## src/rtl/mem_refill_arbiter.sv

```systemverilog
// mem_refill_arbiter: round-robin sharing of one memory word port between I- and D-cache line bursts
module mem_refill_arbiter #(
    parameter int ADDR_W = 32,
    parameter int DATA_W = 32,
    parameter int LINE_WORDS = 4,
    localparam int IDX_W = $clog2(LINE_WORDS)
) (
    input  logic              clk,
    input  logic              resetn,
    input  logic              i_req,
    input  logic [ADDR_W-1:0] i_addr,
    output logic              i_gnt,
    output logic              i_rvalid,
    output logic [DATA_W-1:0] i_rdata,
    output logic [IDX_W-1:0]  i_ridx,
    output logic              i_done,
    input  logic              d_req,
    input  logic              d_we,
    input  logic [ADDR_W-1:0] d_addr,
    output logic [IDX_W-1:0]  d_widx,
    input  logic [DATA_W-1:0] d_wdata,
    output logic              d_gnt,
    output logic              d_rvalid,
    output logic [DATA_W-1:0] d_rdata,
    output logic [IDX_W-1:0]  d_ridx,
    output logic              d_done,
    output logic              mem_req,
    output logic              mem_we,
    output logic [ADDR_W-1:0] mem_addr,
    output logic [DATA_W-1:0] mem_wdata,
    input  logic [DATA_W-1:0] mem_rdata,
    input  logic              mem_ready
);
    typedef enum logic [1:0] {IDLE, BUSY_I, BUSY_D, DONE} state_t;
    state_t state_q, state_d;
    logic [IDX_W-1:0] cnt_q, cnt_d;
    logic [ADDR_W-1:0] base_q, base_d;
    logic last_q, last_d, we_q, we_d, pick_d;
    logic busy_i, busy_d, done;
    // last_q = 1 when D held the port most recently, so a contest then goes to I
    assign pick_d = d_req & (~i_req | ~last_q);
    always_comb begin
        state_d = state_q;
        cnt_d = cnt_q;
        base_d = base_q;
        last_d = last_q;
        we_d = we_q;
        case (state_q)
            IDLE: if (i_req | d_req) begin
                state_d = pick_d ? BUSY_D : BUSY_I;
                cnt_d = '0;
                base_d = (pick_d ? d_addr : i_addr) & ~ADDR_W'(4 * LINE_WORDS - 1);
                last_d = pick_d;
                we_d = pick_d & d_we;
            end
            BUSY_I, BUSY_D: if (mem_ready) begin
                cnt_d = cnt_q + 1'b1;
                state_d = (cnt_q == IDX_W'(LINE_WORDS - 1)) ? DONE : state_q;
            end
            default: state_d = IDLE;
        endcase
    end
    always_ff @(posedge clk) begin
        if (!resetn) begin
            state_q <= IDLE;
            cnt_q <= '0;
            base_q <= '0;
            last_q <= 1'b0;
            we_q <= 1'b0;
        end else begin
            state_q <= state_d;
            cnt_q <= cnt_d;
            base_q <= base_d;
            last_q <= last_d;
            we_q <= we_d;
        end
    end
    assign busy_i = state_q == BUSY_I;
    assign busy_d = state_q == BUSY_D;
    assign done = state_q == DONE;
    assign i_gnt = busy_i;
    assign i_rvalid = busy_i & mem_ready;
    assign i_rdata = i_rvalid ? mem_rdata : '0;
    assign i_ridx = i_rvalid ? cnt_q : '0;
    assign i_done = done & ~last_q;
    assign d_gnt = busy_d;
    assign d_rvalid = busy_d & mem_ready & ~we_q;
    assign d_rdata = d_rvalid ? mem_rdata : '0;
    assign d_ridx = d_rvalid ? cnt_q : '0;
    assign d_widx = busy_d ? cnt_q : '0;
    assign d_done = done & last_q;
    assign mem_req = busy_i | busy_d;
    assign mem_we = busy_d & we_q;
    assign mem_addr = mem_req ? (base_q | (ADDR_W'(cnt_q) << 2)) : '0;
    assign mem_wdata = busy_d ? d_wdata : '0;
endmodule

```

## config.mk

```make
export PLATFORM = sky130hd
export DESIGN_NAME = mem_refill_arbiter
export DESIGN_NICKNAME = d
export VERILOG_FILES = /design/src/rtl/mem_refill_arbiter.sv
export SDC_FILE = /design/constraint.sdc
export NUM_CORES = 1
export LEC_CHECK = 0
export BUFFER_PORTS_ARGS = -buffer_cell sky130_fd_sc_hd__buf_2
export CAP_MARGIN = 20
export CORE_AREA = 3 3 106 108
export DETAILED_ROUTE_END_ITERATION = 10
export DIE_AREA = 0 0 109 111
export SLEW_MARGIN = 10
export SYNTH_ARGS = -nofsm -noshare
export SYNTH_HDL_FRONTEND = slang
export SYNTH_SLANG_ARGS = --single-unit
```

## constraint.sdc

```tcl
create_clock -name clk -period 1.8 [get_ports clk]
set_input_delay 0.18 -clock clk [delete_from_list [all_inputs] [get_ports clk]]
set_output_delay 0.18 -clock clk [all_outputs]
set_load 0.005 [all_outputs]
```

== Yosys cells after proc, flatten, opt, wreduce, memory -nomap -nowiden ==
Index checks and enable logic that the tools add are counted.

* Reduce and logical (&&, ||, !) cells: 6
* Multiplexer cells: 16
* Add/subtract/negate cells: 1
* Equality and inequality tests: 7
* Bitwise logic cells: 15

{| class="wikitable"
|+ Operators with widths
! kind !! count
|-
| two-way mux 32 bit || 5
|-
| OR 32 x 4 -> 32 bit || 1
|-
| two-way mux 2 bit || 9
|-
| bitwise AND 1 bit || 8
|-
| one-hot mux 2 bit (2 select lines) || 2
|-
| == test 2 bit (second input constant) || 3
|-
| != test 2 bit (second input constant) || 3
|-
| AND reduction 3 bit || 2
|-
| NOT 1 bit || 3
|-
| OR 1 bit || 3
|-
| adder 2 x 1 -> 2 bit (second input constant) || 1
|-
| == test 2 x 1 -> 1 bit (second input constant) || 1
|-
| zero test 2 bit || 1
|-
| AND reduction 2 bit || 1
|-
| nonzero test 2 bit || 1
|-
| OR reduction 2 bit || 1
|}

* Output and inout bits: 142
* Flip-flop bits (word level): 34
* Bits of input ports: 134
* Logic and storage cells: 50

== Logic depth before layout (Yosys ltp) ==
* Depth in word-level cells: 6
* Mapped depth: 7
* Gate-level depth less buffers: 5

== Least setup slack after synthesis ==
No wires, ideal clock.

* Path kind: flip-flop to flip-flop
* Start point: register state_q[0]
* End point: register cnt_q[1]
* Stages on the path, launching flop included: 7
* Path slack: 0.118 ns
* Period minus slack after synthesis: 1.682 ns
* Library setup time: 0.070 ns
* Buffers on the path: 1
* Required time: 1.730 ns
* Data arrival time: 1.612 ns
* Path through: dfxtp_1 inv_1 ha_1 buf_2 nor2b_1 or4_1 a21oi_1

* Longest elaborated chain between the ends: 4
* Elaborated cells between the ends (all ways): 9
* Classes of those cells: eq/ne (4); mux (1); reduce/logical (4)

{| class="wikitable"
|+ Ends and longest elaborated chain
! item !! RTL line !! text
|-
| from (decl) || 35 || <nowiki>state_t state_q, state_d;</nowiki>
|-
| from (signal assigned) || 71 || <nowiki>state_q <= state_d;</nowiki>
|-
| == test 2 x 1 -> 1 bit or == test 2 bit (tied branches) || 48 || <nowiki>case (state_q)</nowiki>
|-
| OR reduction 2 bit || 48 ||
|-
| != test 2 bit (no source line) or nonzero test 2 bit (tied branches) || - ||
|-
| AND reduction 3 bit (no source line) || - ||
|-
| to (signal assigned) || 72 || <nowiki>cnt_q <= cnt_d;</nowiki>
|-
| to (decl) || 36 || <nowiki>logic [IDX_W-1:0] cnt_q, cnt_d;</nowiki>
|}

Several ways; a longest one is shown, not always the timed one.
A chain may end at the register's enable or synchronous reset.

== Worst setup path in the final report ==
* Start point: register state_q[0]
* End point: output port d_rdata[15]

* Longest elaborated chain between the ends: 4

{| class="wikitable"
|+ Ends and longest elaborated chain
! item !! RTL line !! text
|-
| == test 2 bit || 79 || <nowiki>assign busy_d = state_q == BUSY_D;</nowiki>
|-
| bitwise AND 1 bit (2 in a row) || 87 || <nowiki>assign d_rvalid = busy_d & mem_ready & ~we_q;</nowiki>
|-
| two-way mux 32 bit || 88 || <nowiki>assign d_rdata = d_rvalid ? mem_rdata : '0;</nowiki>
|-
| to (decl) || 24 || <nowiki>output logic [DATA_W-1:0] d_rdata,</nowiki>
|}

No other way between the ends.

==> reports/metrics.csv <==
stage,metric,value,unit
outcome,status,"finished, final reports clean",
worst_setup_path,r2r_end,cnt_q[1],
global_routing,antenna_found_initial,0,
floorplanning,floorplan.rows,37,
placed_design,place.port_buffers,265,
route,num_vias,3183,
worst_setup_path,cp_max_fo,9,
clocking,cts.sinks,34,
timing,max_freq,563,MHz
placed_design,dp_cells,705,
timing,hold_violations,0,
route,route.antenna.remaining_nets,0,
timing,setup_violations,0,
power_and_ir_drop,power_density,1080,nW/um^2
power_and_ir_drop,seq_power_share,24.5,%
clocking,cts_tree,done,
finish,nNetsFinal,721,
worst_setup_path,crit_chain,inv_4 > ha_4 > nand2_4 > nor2_4 > clkbuf_16 > and2_1 > buf_2,
finish,fill_cells,1093,
placed_design,hpwl,8300,um
floorplanning,die_y,111,um
power_and_ir_drop,combPwrFrac,62.9,%
logic_synthesis,yosysTopAreaCell,dfxtp_1,
finish,instances_no_fill,719,
min_path,hp-class,in -> reg,
route,drt_wl_total,10700,um
clocking,cts_buffers,5,
worst_setup_path,cp.required,1.62,ns
logic_synthesis,ys_seq_area_share,27.0,%
clocking,clockBufferDepth,2,
worst_setup_path,max_stage_delay,0.36,ns
worst_setup_path,regToRegSetupSlack,0.15,ns
power_and_ir_drop,p_int,2750,uW
floorplanning,initial_core_util,24.4,%
timing,period_minus_slack,1.77,ns
global_routing,grt-ovfl-total,0,
worst_setup_path,reg2reg_depth,6,
worst_setup_path,start_kind,flop,
floorplanning,io_pins,276,
job,cap_violations,0,
route,drc,0,
route,drtIter0Drc,124,
worst_setup_path,r2r_start,state_q[0],
floorplanning,die_area,12100,um^2
power_and_ir_drop,irDropWorstVdd,0.551,mV
placed_design,gp_congestion,0.842,
worst_setup_path,worst-setup-path-type,reg -> out,
timing,fin_crit_sh,98.6,%
finish,drive_gt1_share,52.5,%
finish,antenna_cells,0,
logic_synthesis,syn_area,2520,um^2
route,drtPass1Iterations,6,
logic_synthesis,syn_inst,323,
route,viasPerCell,4.43,
timing,fin_skew,0.00805,ns
min_path,hold_path_depth,3,
logic_synthesis,synth.avg_cell_area,7.80,um^2
global_routing,grt_usage,15.6,%
route,wl_per_cell,14.9,um
clocking,clock_latency,0.28,ns
clocking,htreeDepth,2,
power_and_ir_drop,p_clk_share,12.7,%
global_routing,grt_max_degree,57,
finish,final_common_cell,buf_2,
clocking,clock-root-buffer,clkbuf_8,
clocking,ctsHoldBuffers,0,
finish,area_growth,70.3,%
logic_synthesis,yosysUniqueCellTypes,32,
min_path,min_from,d_we,
finish,final_cell_mix,"buf_2 (258), and2_1 (94), and3_1 (34)",
worst_setup_path,endpoint_kind,output port,
timing,final_max_slew_viol_count,0,
worst_setup_path,cp.arrival,1.59,ns
logic_synthesis,synth.area.top_cells,"dfxtp_1 (27%), and2_1 (25%), mux2i_1 (11%), and3_1 (8.4%), a21oi_1 (6.4%)",
logic_synthesis,synth_top_area_share,27.0,%
power_and_ir_drop,net-switching-power,1890,uW
timing,finalSetupTns,0,ns
global_routing,grt_pass1_wl,15300,um
floorplanning,die_x,109,um
timing,grt_setup_unrepaired,true,
logic_synthesis,ys_ff_latch,34,
logic_synthesis,yosys_warnings,0,
floorplanning,core_area,10300,um^2
min_path,hold_end,we_q,
global_routing,grt_pass1_vias,2993,
power_and_ir_drop,p_leak,0.00258,uW
worst_setup_path,critical-path-slowest-cell,dfxtp_4,
clocking,cts.clk_slew.worst_paths,0.07,ns
power_and_ir_drop,switching_share,40.8,%
[per-layer routing]
layer  vias up  GRT usage (%)  share of wire, %  routed length (um)
li1       1613              -                 -                   -
met1      1417           17.4                39                4170
met5         -              0                 0                   0
met3        10           3.26               8.9                 956
met2       143           29.2                51                5420
met4         0           3.87               1.3                 139
[flip-flops by register name, indices dropped and copies added (netlist names)]
register / flops
base_q: 28
cnt_q: 2
state_q: 2
last_q: 1
we_q: 1
[how the worst max path moves through the flow]
stage	start	slack (ns)	end
2_1_floorplan	state_q[0]	0.12	cnt_q[1]
3_3_place_gp	state_q[0]	0.13	cnt_q[1]
3_5_place_dp	state_q[0]	0.09	cnt_q[1]
4_1_cts	state_q[1]	0.02	mem_addr[26]
5_1_grt	state_q[0]	-0.05	d_rdata[0]
6_report	state_q[0]	0.03	d_rdata[15]
[Yosys cell counts]
master / count
a21boi_2: 1
and3_1: 34
or4_1: 2
or2_1: 1
ha_1: 5
a21oi_1: 32
a22oi_1: 1
a21boi_1: 1
o21bai_1: 1
and2_1: 101
inv_1: 4
nand2_1: 2
buf_2: 7
nor2b_1: 2
o21ai_0: 18
nor2_1: 2
buf_4: 2
conb_1: 1
a32oi_1: 1
clkbuf_1: 19
o21a_1: 1
a2111o_1: 1
nor2_2: 1
buf_6: 3
o31ai_1: 2
o41ai_1: 1
o21ai_1: 12
mux2i_1: 28
dfxtp_1: 34
nand2b_1: 1
nor3b_2: 1
o211ai_1: 1
[power by group through the flow]
stage | Clock (uW) | Combinational [uW] | Sequential [uW]
after global routing | 668 | 3250 | 1170
final | 588 | 2920 | 1130
after detailed placement | 0 | 2660 | 1130
after global placement | 0 | 2600 | 1130
after floorplan | 0 | 1540 | 1080
after CTS | 616 | 2700 | 1120
[cells by family after synthesis]
| kind of cell | after synthesis | share of synthesized area (%) |
|---|---|---|
| simple gates | 147 | 36.5 |
| compound gates | 73 | 16.0 |
| buf+inv | 35 | 6.76 |
| flops | 34 | 27.0 |
| mux | 28 | 11.1 |
| fa+ha+maj | 5 | 2.48 |
| other cells | 1 | 0.149 |
[per-stage QoR]
step	power [uW]	cell area, um^2	worst slack (ns)	util (%)	hold slack [ns]
after floorplan	2620	2520	0.118	-	0.354
after global placement	3730	3990	0.126	38.7	0.454
after detailed placement	3790	3990	0.0897	38.7	0.465
after CTS	4430	4090	0.0167	39.6	0.170
after global routing	5090	4290	-0.0491	41.5	0.182
final	4640	4290	0.0252	41.5	0.175
[timing repair]
item                       4_1_cts  5_1_grt
pin swaps                        0        5
setup endpoints to repair       20       47
setup buffers                    0        2
cloned                           0        4
resized for setup                2       27
[layout make-up]
cell class                 instances  area, um^2  area share (%)
clock buffer                       7        86.3            2.01
inverter                           4        17.5           0.408
tap                              136         170            3.97
timing repair buffer             282        1590            37.0
sequential                        34         686            16.0
clock inverter                     1        5.00           0.117
multi-input combinational        255        1740            40.5
[critical path, delay by kind of cell (launching register included)]
| kind | cells | cell delay (ns) |
|---|---|---|
| adders and majority gates | 1 | 0.15 |
| and+or+nand+nor | 3 | 0.42 |
| DFF | 1 | 0.36 |
| buffers and inverters | 3 | 0.38 |
(Power assumes the default switching activity.)
